[config.mk]
export PLATFORM = sky130hd
export DESIGN_NAME = frame_sync
export DESIGN_NICKNAME = d
export VERILOG_FILES = /design/src/rtl/frame_sync.sv
export SDC_FILE = /design/constraint.sdc
export NUM_CORES = 1
export LEC_CHECK = 0
export CAP_MARGIN = 0
export CORE_MARGIN = 1.5
export CORE_UTILIZATION = 35
export DETAILED_ROUTE_END_ITERATION = 8
export PLACE_DENSITY_LB_ADDON = 0.08
export SYNTH_ARGS = -nofsm -noshare
export SYNTH_HDL_FRONTEND = slang
export SYNTH_SLANG_ARGS = --single-unit
[constraint.sdc]
create_clock -name clk -period 12.9 [get_ports clk]
set_clock_uncertainty 0.2 [all_clocks]
set_input_delay 1.29 -clock clk [delete_from_list [all_inputs] [get_ports clk]]
set_output_delay 1.29 -clock clk [all_outputs]
set_load 0.03 [all_outputs]
[src/rtl/frame_sync.sv]
`default_nettype none
// +----------------------------------------------------------------------+
// | Module   : frame_sync                                                |
// | Purpose  : Serial sync-word correlator with lock FSM and BPSK        |
// |            polarity resolution; emits polarity-corrected bytes.      |
// | Revision : 1.0                                                       |
// +----------------------------------------------------------------------+
module frame_sync #(
    parameter logic [15:0] SYNC_WORD     = 16'hEB90,
    parameter int          PAYLOAD_BYTES = 8,
    parameter int          MAX_ERR       = 1,
    parameter int          LOCK_CNT      = 2,
    parameter int          MISS_CNT      = 2
) (
    input  logic       clk,
    input  logic       rst,
    input  logic       bitsync,
    input  logic       din,
    output logic [7:0] dout,
    output logic       dvalid,
    output logic       frame_start,
    output logic       locked,
    output logic       inverted
);

    localparam logic [1:0]  c_st_search        = 2'd0;
    localparam logic [1:0]  c_st_verify        = 2'd1;
    localparam logic [1:0]  c_st_lock          = 2'd2;
    localparam logic [10:0] c_last_payload_bit = 11'(PAYLOAD_BYTES * 8 - 1);
    localparam logic [10:0] c_last_window_bit  = 11'd15;
    localparam logic [4:0]  c_max_err          = 5'(MAX_ERR);
    localparam logic [7:0]  c_lock_cnt         = 8'(LOCK_CNT);
    localparam logic [7:0]  c_miss_cnt         = 8'(MISS_CNT);

    logic [1:0]  r_state;
    logic [15:0] r_shift;
    logic [7:0]  r_byte;
    logic [10:0] r_bit_cnt;
    logic        r_in_win;
    logic [7:0]  r_hit_cnt;
    logic [7:0]  r_miss_cnt;

    logic [15:0] w_shift;
    logic [7:0]  w_byte;
    logic [4:0]  w_dist_p;
    logic [4:0]  w_dist_n;
    logic        w_match_p;
    logic        w_match_n;
    logic        w_win_match;
    logic [7:0]  w_hit_next;
    logic [7:0]  w_miss_next;

    function automatic logic [4:0] popcount16(input logic [15:0] v);
        logic [4:0] n;
        n = '0;
        for (int i = 0; i < 16; i++) begin
            n = n + 5'(v[i]);
        end
        return n;
    endfunction

    // Correlation always uses the register contents including the bit arriving now.
    assign w_shift     = {r_shift[14:0], din};
    assign w_byte      = {r_byte[6:0], din};
    assign w_dist_p    = popcount16(w_shift ^ SYNC_WORD);
    assign w_dist_n    = popcount16(w_shift ^ ~SYNC_WORD);
    assign w_match_p   = (w_dist_p <= c_max_err);
    assign w_match_n   = (w_dist_n <= c_max_err);
    assign w_win_match = inverted ? w_match_n : w_match_p;
    assign w_hit_next  = r_hit_cnt + 8'd1;
    assign w_miss_next = r_miss_cnt + 8'd1;

    always_ff @(posedge clk) begin
        if (!rst) begin
            r_state     <= c_st_search;
            r_shift     <= '0;
            r_byte      <= '0;
            r_bit_cnt   <= '0;
            r_in_win    <= 1'b0;
            r_hit_cnt   <= '0;
            r_miss_cnt  <= '0;
            dout        <= '0;
            dvalid      <= 1'b0;
            frame_start <= 1'b0;
            locked      <= 1'b0;
            inverted    <= 1'b0;
        end else begin
            dvalid      <= 1'b0;
            frame_start <= 1'b0;
            if (bitsync) begin
                r_shift <= w_shift;
                case (r_state)
                    c_st_search: begin
                        if (w_match_p || w_match_n) begin
                            inverted   <= ~w_match_p;
                            r_hit_cnt  <= 8'd1;
                            r_miss_cnt <= '0;
                            r_bit_cnt  <= '0;
                            r_in_win   <= 1'b0;
                            if (c_lock_cnt <= 8'd1) begin
                                r_state <= c_st_lock;
                                locked  <= 1'b1;
                            end else begin
                                r_state <= c_st_verify;
                            end
                        end
                    end
                    c_st_verify, c_st_lock: begin
                        if (!r_in_win) begin
                            r_byte <= w_byte;
                            if (r_bit_cnt[2:0] == 3'd7) begin
                                dout        <= w_byte ^ {8{inverted}};
                                dvalid      <= 1'b1;
                                frame_start <= (r_bit_cnt[10:3] == 8'd0);
                            end
                            if (r_bit_cnt == c_last_payload_bit) begin
                                r_bit_cnt <= '0;
                                r_in_win  <= 1'b1;
                            end else begin
                                r_bit_cnt <= r_bit_cnt + 11'd1;
                            end
                        end else if (r_bit_cnt != c_last_window_bit) begin
                            r_bit_cnt <= r_bit_cnt + 11'd1;
                        end else begin
                            r_bit_cnt <= '0;
                            r_in_win  <= 1'b0;
                            if (r_state == c_st_verify) begin
                                if (w_win_match) begin
                                    r_hit_cnt <= w_hit_next;
                                    if (w_hit_next >= c_lock_cnt) begin
                                        r_state <= c_st_lock;
                                        locked  <= 1'b1;
                                    end
                                end else begin
                                    r_state   <= c_st_search;
                                    r_hit_cnt <= '0;
                                end
                            end else if (w_win_match) begin
                                r_miss_cnt <= '0;
                            end else if (w_miss_next >= c_miss_cnt) begin
                                r_state    <= c_st_search;
                                locked     <= 1'b0;
                                r_hit_cnt  <= '0;
                                r_miss_cnt <= '0;
                            end else begin
                                // Flywheel: keep frame timing through a missed sync word.
                                r_miss_cnt <= w_miss_next;
                            end
                        end
                    end
                    default: begin
                        r_state <= c_st_search;
                        locked  <= 1'b0;
                    end
                endcase
            end
        end
    end

endmodule
`default_nettype wire

==> impl_results.md, run 1 <==
* Initial DRC Count at 115
* Starting Density at 36.13%
* Reg power frac at 48.0%
* Metal3 WL at 252 um
* Reg clk slew, reported paths at 0.08 ns
* Die Area at 11,880 um2
* CP delay by family, top: adder cells
* CP arrival at 6.18 ns
* Vias in the first global route at 2,856
* Yosys reg bits at 64
* Final worst slack at 6.815 ns
* DR vias at 2,880
* Clock network fraction of design power at 38.5%
* Sw frac at 30.15%
* Die height at 109.0 um
* Worst-Skew Late Latency at 0.36 ns
* Reg area at 1281 um2
* Multi-input logic area at 2349 um2
* CTS H-tree depth at 3
* Gate Count Post-Synth at 430
* Buf+Inv Stages, Crit Path at 4
* Tot GR Track Use at 15.39%
* Fmax at 164.3 MHz
* Max layer used: met4
* Syn_nets at 475
* # clock sinks at 64
* Slew Viols, Final at 0
* Port bufs at 15
* Area after DPL at 4184 um2
* Worst Path Required at 12.99 ns
* Hold crit path type: register to register
* Share of synthesized flip-flops with an asynchronous set or reset at 0%
* Routed Antenna Nets at 0
* Total internal power at 0.0002970 W
* Routed WL per cell at 13.90 um
* Setup TNS at 0 ns
* Routed wl met2 at 3685 um
* GP Congestion at 0.7621
* Grt total ovfl at 0
* Pre-antenna DRT Iters at 4
* Met1 WL at 4137 um
* Pre-CTS setup slack at 6.412 ns
* Outcome: finished, final reports clean
* Crit Path Class: input pin to register
* Slew headroom at 31.16%
* Clk Tree Root Cell: clkbuf_8
* Sw power at 0.0001282 W
* Worst slew pin tran at 1.029 ns
* Post-CTS Hold Buffers at 0
* Number of synthesized flops with an enable pin at 0
* First-pass GRT wire length at 14,070 um
* Post-synth top flop: dfxtp_1
* Tcrit/Tclk final at 47.17%
* Comb pwr share at 13.5%
* Die X at 109.0 um
* Post-Syn Area at 3934 um2
* # fillers at 1,069
* # setup viols final at 0
* Vias per std cell at 4.890
* Area Overhead vs Synth at 10.94%
* Ant. Diodes at 0
* CP max stage delay at 0.60 ns
* Max-cap violations at 0
* Final Util at 40.08%
* Crit. End Element: register
* Layout cells sized above 1 at 8.909%
* Final min period at 6.085 ns
* Mean Syn Cell Area at 9.148 um2
* PD cells at 97.42 nW/um2
* Post-synthesis sequential area ratio at 32.57%
* RSZ-0062 raised after global routing: no
* Rows at 38
* Clk buf depth at 2
* Post CTS Setup Buffer Count at 0
* Final wirelength at 8188 um
* Yosys cell types at 65
* CTS tree: yes
* CP max stage cell: fa_1
* Residual DRC at 0
* Largest net degree at the start of global routing at 38
* Post-DP HPWL at 5857 um
* Initial antenna violation count at 0
* Post-cts resize count at 0
* Num CTS Buffers at 9
* CP max FO at 13
* Critical path, cell by cell: clkdlybuf4s50_1, fa_1, fa_1, fa_1, inv_1, fa_1, inv_1, ha_1, inv_1, fa_1, a211oi_2, mux2i_2, a2bb2oi_1, a21o_1, or4_1, a21oi_1
* Final Cell Area at 4364 um2
* Layout Nets at 489
* Core Box Area at 10,890 um2
* Startpoint Class: input pin
* Synth warn at 0
* Final number of hold-violating endpoints at 0
* Peak supply drop at 0.00005077 V
* Leak pwr at 1.707 nW
* Top cell by count, worst path: fa_1
* Top-Level Pins at 16
## Yosys cell counts (8+ instances only)
cell type / number / area [um2]
mux2i_1: 23 / 230.2
nand2_1: 17 / 63.81
a211oi_1: 14 / 105.1
nand3_1: 12 / 60.06
dfxtp_1: 64 / 1281
and3_1: 9 / 56.30
nor2_1: 52 / 195.2
inv_1: 58 / 217.7
fa_1: 20 / 400.4
xnor2_1: 13 / 113.9
ha_1: 21 / 262.8
a21oi_1: 15 / 75.07
o211ai_1: 8 / 60.06
## state kept, by name (all words and copies together), names as in the netlist
name,cells
r_shift,15
r_bit_cnt,11
dout,8
r_hit_cnt,8
r_miss_cnt,8
r_byte,7
r_state,2
dvalid,1
frame_start,1
inverted,1
locked,1
r_in_win,1
## final cells by class
type,instances,share of cell area [%]
Clock buffer,10,3.154
Clock inverter,6,0.9748
Inverter,59,5.075
Multi-Input combinational cell,294,53.81
Sequential cell,64,29.36
Tap cell,140,4.014
Timing Repair Buffer,16,3.612
## final timing paths
kind	from	end	slack, ns	cells after the start
setup reg to reg	r_shift[5]	r_bit_cnt[10]	7.81	17
hold / removal	r_bit_cnt[1]	r_bit_cnt[1]	0.28	2
setup / recovery	din	r_bit_cnt[10]	6.82	16
hold reg to reg	r_bit_cnt[1]	r_bit_cnt[1]	0.28	2
## per-stage QoR
step	std cells	hold slack, ns	power [W]
global placement	573	0.2813	0.0002665
finish	589	0.2771	0.0004252
global route	589	0.3180	0.0004498
CTS	589	0.2817	0.0004330
detailed placement	573	0.2700	0.0002670
floorplan	430	0.2492	0.0002549
## power by group through the flow
stage / clock, W / combinational, W / sequential (W)
6_report: 0.000164 / 0.0000575 / 0.000204
5_1_grt: 0.000181 / 0.0000644 / 0.000205
4_1_cts: 0.000171 / 0.0000584 / 0.000204
3_5_place_dp: 0 / 0.0000584 / 0.000209
3_3_place_gp: 0 / 0.0000580 / 0.000209
2_1_floorplan: 0 / 0.0000478 / 0.000207
## cells in the final DEF, fill, tap and decap left out, types with 2 or more instances in the layout
master	instances
a211oi_1	14
a211oi_2	2
a21boi_0	3
a21o_1	2
a21oi_1	15
a31oi_1	3
and2_1	7
and3_1	9
clkbuf_8	10
clkdlybuf4s50_1	15
clkinv_2	2
clkinvlp_4	2
dfxtp_1	64
fa_1	20
ha_1	21
inv_1	58
inv_6	2
mux2i_1	23
nand2_1	17
nand2b_1	4
nand3_1	12
nand3b_1	2
nand4_1	6
nor2_1	52
nor3_1	4
o211ai_1	8
o211ai_2	2
o21ai_0	5
o21ai_1	6
o21ai_2	2
o31ai_1	3
or2_2	2
or3_1	2
or4_1	7
xnor2_1	13
## metal layers
layer / track usage (%) / vias to the layer above
met4: 5.733 / 0
met5: 0 / -
met1: 19.44 / 1337
met2: 25.04 / 25
met3: 4.124 / 12
li1: - / 1506
## cells by family after synthesis
family,after synthesis,synth area share (%)
buffers and inverters,72,7.729
DFF,64,32.57
AOI/OAI and AO/OA,81,15.78
muxes,25,6.488
and+or+nand+nor,134,17.68
adders and majority gates,41,16.86
xor gates and xnor gates,13,2.894
## worst register-to-register path, cell delays in order, from the launching register on
cell	delay [ns]
dfxtp_1	0.35
inv_1	0.09
fa_1	0.54
inv_1	0.05
fa_1	0.47
fa_1	0.52
inv_1	0.05
fa_1	0.42
inv_1	0.06
ha_1	0.17
inv_1	0.06
fa_1	0.41
a211oi_2	0.23
mux2i_2	0.14
a2bb2oi_1	0.22
a21o_1	0.36
or4_1	0.54
a21oi_1	0.15
Power figures use the tool's default switching activity.
==> inputs of run 2 (changes only) <==
==> constraint.sdc (replaced) <==
create_clock -name clk -period 5.3 [get_ports clk]
set_clock_uncertainty 0.2 [all_clocks]
set_input_delay 0.53 -clock clk [delete_from_list [all_inputs] [get_ports clk]]
set_output_delay 0.53 -clock clk [all_outputs]
set_load 0.03 [all_outputs]
==> impl_results.md, run 2 (same netlist as run 1, synthesis figures left out) <==
* Area Overhead vs Synth at 13.99%
* Max-cap violations at 0 (unchanged)
* CTS H-tree depth at 3 (unchanged)
* Biggest regs: r_shift: 15 flops, r_bit_cnt: 11 flops
* Routed Antenna Nets at 0 (unchanged)
* Reg clk slew, reported paths at 0.07 ns (about the same)
* Die height at 109.0 um (unchanged)
* Worst-Skew Late Latency at 0.36 ns (about the same)
* Clk buf depth at 2 (unchanged)
* Residual DRC at 0 (unchanged)
* Leak pwr at 1.778 nW (+4.2%)
* Top-Level Pins at 16 (unchanged)
* Final worst slack at 0.1759 ns (-6.639 ns)
* Tcrit/Tclk final at 96.68%
* Final wirelength at 8290 um (+1.2%)
* # clock sinks at 64 (unchanged)
* Fmax at 195.2 MHz
* Worst Hold Slack at 0.2861 ns (+0.009061 ns)
* # fillers at 1,090 (+2.0%)
* Port bufs at 15 (unchanged)
* Peak supply drop at 0.0001891 V (+270%)
* RSZ-0062 raised after global routing: no
* Final min period at 5.124 ns
* First-pass GRT wire length at 14,430 um (+2.5%)
* Vias in the first global route at 2,989 (+4.7%)
* Die X at 109.0 um (unchanged)
* Layout cells sized above 1 at 12.04% (+3.1 points)
* Final Util at 41.19% (+1.1 points)
* Initial antenna violation count at 0 (unchanged)
* GP Congestion at 0.7691 (+0.92%)
* CP arrival at 5.20 ns (-0.98 ns)
* Crit. End Element: register
* Pre-CTS setup slack at -0.2093 ns (-6.621 ns)
* Post-DP HPWL at 6100 um (+4.1%)
* Grt total ovfl at 0 (unchanged)
* # setup viols final at 0 (unchanged)
* Tot GR Track Use at 15.93% (+0.54 points)
* Number of flip-flops under the largest register name at 15 (unchanged)
* Rows at 38 (unchanged)
* Initial DRC Count at 152 (+32%)
* Layout Nets at 505 (+3.3%)
* Outcome: finished, final reports clean
* Die Area at 11,880 um2 (unchanged)
* Pre-antenna DRT Iters at 4 (unchanged)
* Post-CTS Hold Buffers at 0 (unchanged)
* Num CTS Buffers at 9 (unchanged)
* Final number of hold-violating endpoints at 0 (unchanged)
* Commonest non-fill, non-tap cells in the layout: 64 x dfxtp_1, 58 x inv_1, 52 x nor2_1, 23 x mux2i_1, 21 x ha_1
* CTS tree: yes
* Starting Density at 36.13% (unchanged)
* Crit Path Class: input pin to register
* DR vias at 2,993 (+3.9%)
* PD cells at 230.1 nW/um2 (+140%)
* Most common cell after layout, fill and taps aside: dfxtp_1
* Core Box Area at 10,890 um2 (unchanged)
* Startpoint Class: input pin
* CP max FO at 5 (-8)
* Clk Tree Root Cell: clkbuf_8
* R2R setup slack at 0.30 ns (-7.51 ns)
* Reg with most FFs: r_shift
* Worst slew pin tran at 0.9599 ns (-0.06894 ns)
* Routed WL per cell at 13.70 um (-1.4%)
* Hold crit path type: register to register
* Worst Path Required at 5.38 ns (-7.61 ns)
* Ant. Diodes at 0 (unchanged)
* Slew Viols, Final at 0 (unchanged)
* Vias per std cell at 4.947 (+1.2%)
* Largest net degree at the start of global routing at 38 (unchanged)
* Slew headroom at 35.77% (+4.6 points)
## run 2: cell types whose count changed in the layout (fill, tap and decap cells not counted), sizes merged
cell      before  now
buf            1   17
clkinvlp       2    3
inv           61   59
clkbuf        10   11
## run 2: layout make-up
| type | instances | area [um2] | share of cell area [%] |
|---|---|---|---|
| Multi-Input combinational cell | 294 | 2355 | 52.51 |
| Sequential cell | 64 | 1281 | 28.57 |
| Timing Repair Buffer | 32 | 277.8 | 6.194 |
| Inverter | 59 | 221.5 | 4.939 |
| Clock buffer | 11 | 141.4 | 3.153 |
| Tap cell | 140 | 175.2 | 3.906 |
| Clock inverter | 5 | 32.53 | 0.7254 |
## run 2: critical path, cell delays in order
cell,delay (ns)
clkdlybuf4s50_1,0.44
fa_1,0.58
fa_1,0.44
fa_1,0.51
inv_1,0.05
fa_1,0.42
inv_1,0.06
ha_1,0.15
inv_1,0.05
fa_1,0.41
a211oi_2,0.23
mux2i_2,0.14
or4b_4,0.57
a31o_2,0.30
o211ai_2,0.11
mux2i_1,0.21
## run 2: worst paths after layout
kind                startpoint            to  depth (start not counted)
setup reg to reg    r_shift[8]    r_state[1]                         16
hold / removal    r_bit_cnt[1]  r_bit_cnt[1]                          2
setup / recovery           din    r_state[1]                         16
hold reg to reg   r_bit_cnt[1]  r_bit_cnt[1]                          2
## run 2: repair_timing
action	in CTS	in global routing
hold endpoints to repair	0	0
gates resized for setup	0	1
buffers inserted	0	1
endpoints found under the setup margin	0	8
## run 2: power breakdown
group          internal (W)  switching [W]  total (W)
sequential         0.000486      0.0000105   0.000497
combinational     0.0000673      0.0000898   0.000157
clock              0.000181       0.000197   0.000378
total              0.000734       0.000298    0.00103
## run 2: routing by layer
metal  track usage, %  wire (um)
met4            6.579        198
met2            25.36       3827
met5                0          0
met3            4.244        257
met1            20.36       4006
## run 2: per-stage QoR
step | area, um2 | total power (W) | setup TNS (ns) | std cells
after floorplan | 3934 | 0.0006204 | 0 | 430
after global placement | 4297 | 0.0006655 | -1.235 | 588
after detailed placement | 4297 | 0.0006667 | -2.443 | 588
after CTS | 4471 | 0.001049 | 0 | 604
after global routing | 4484 | 0.001086 | 0 | 605
final | 4484 | 0.001032 | 0 | 605
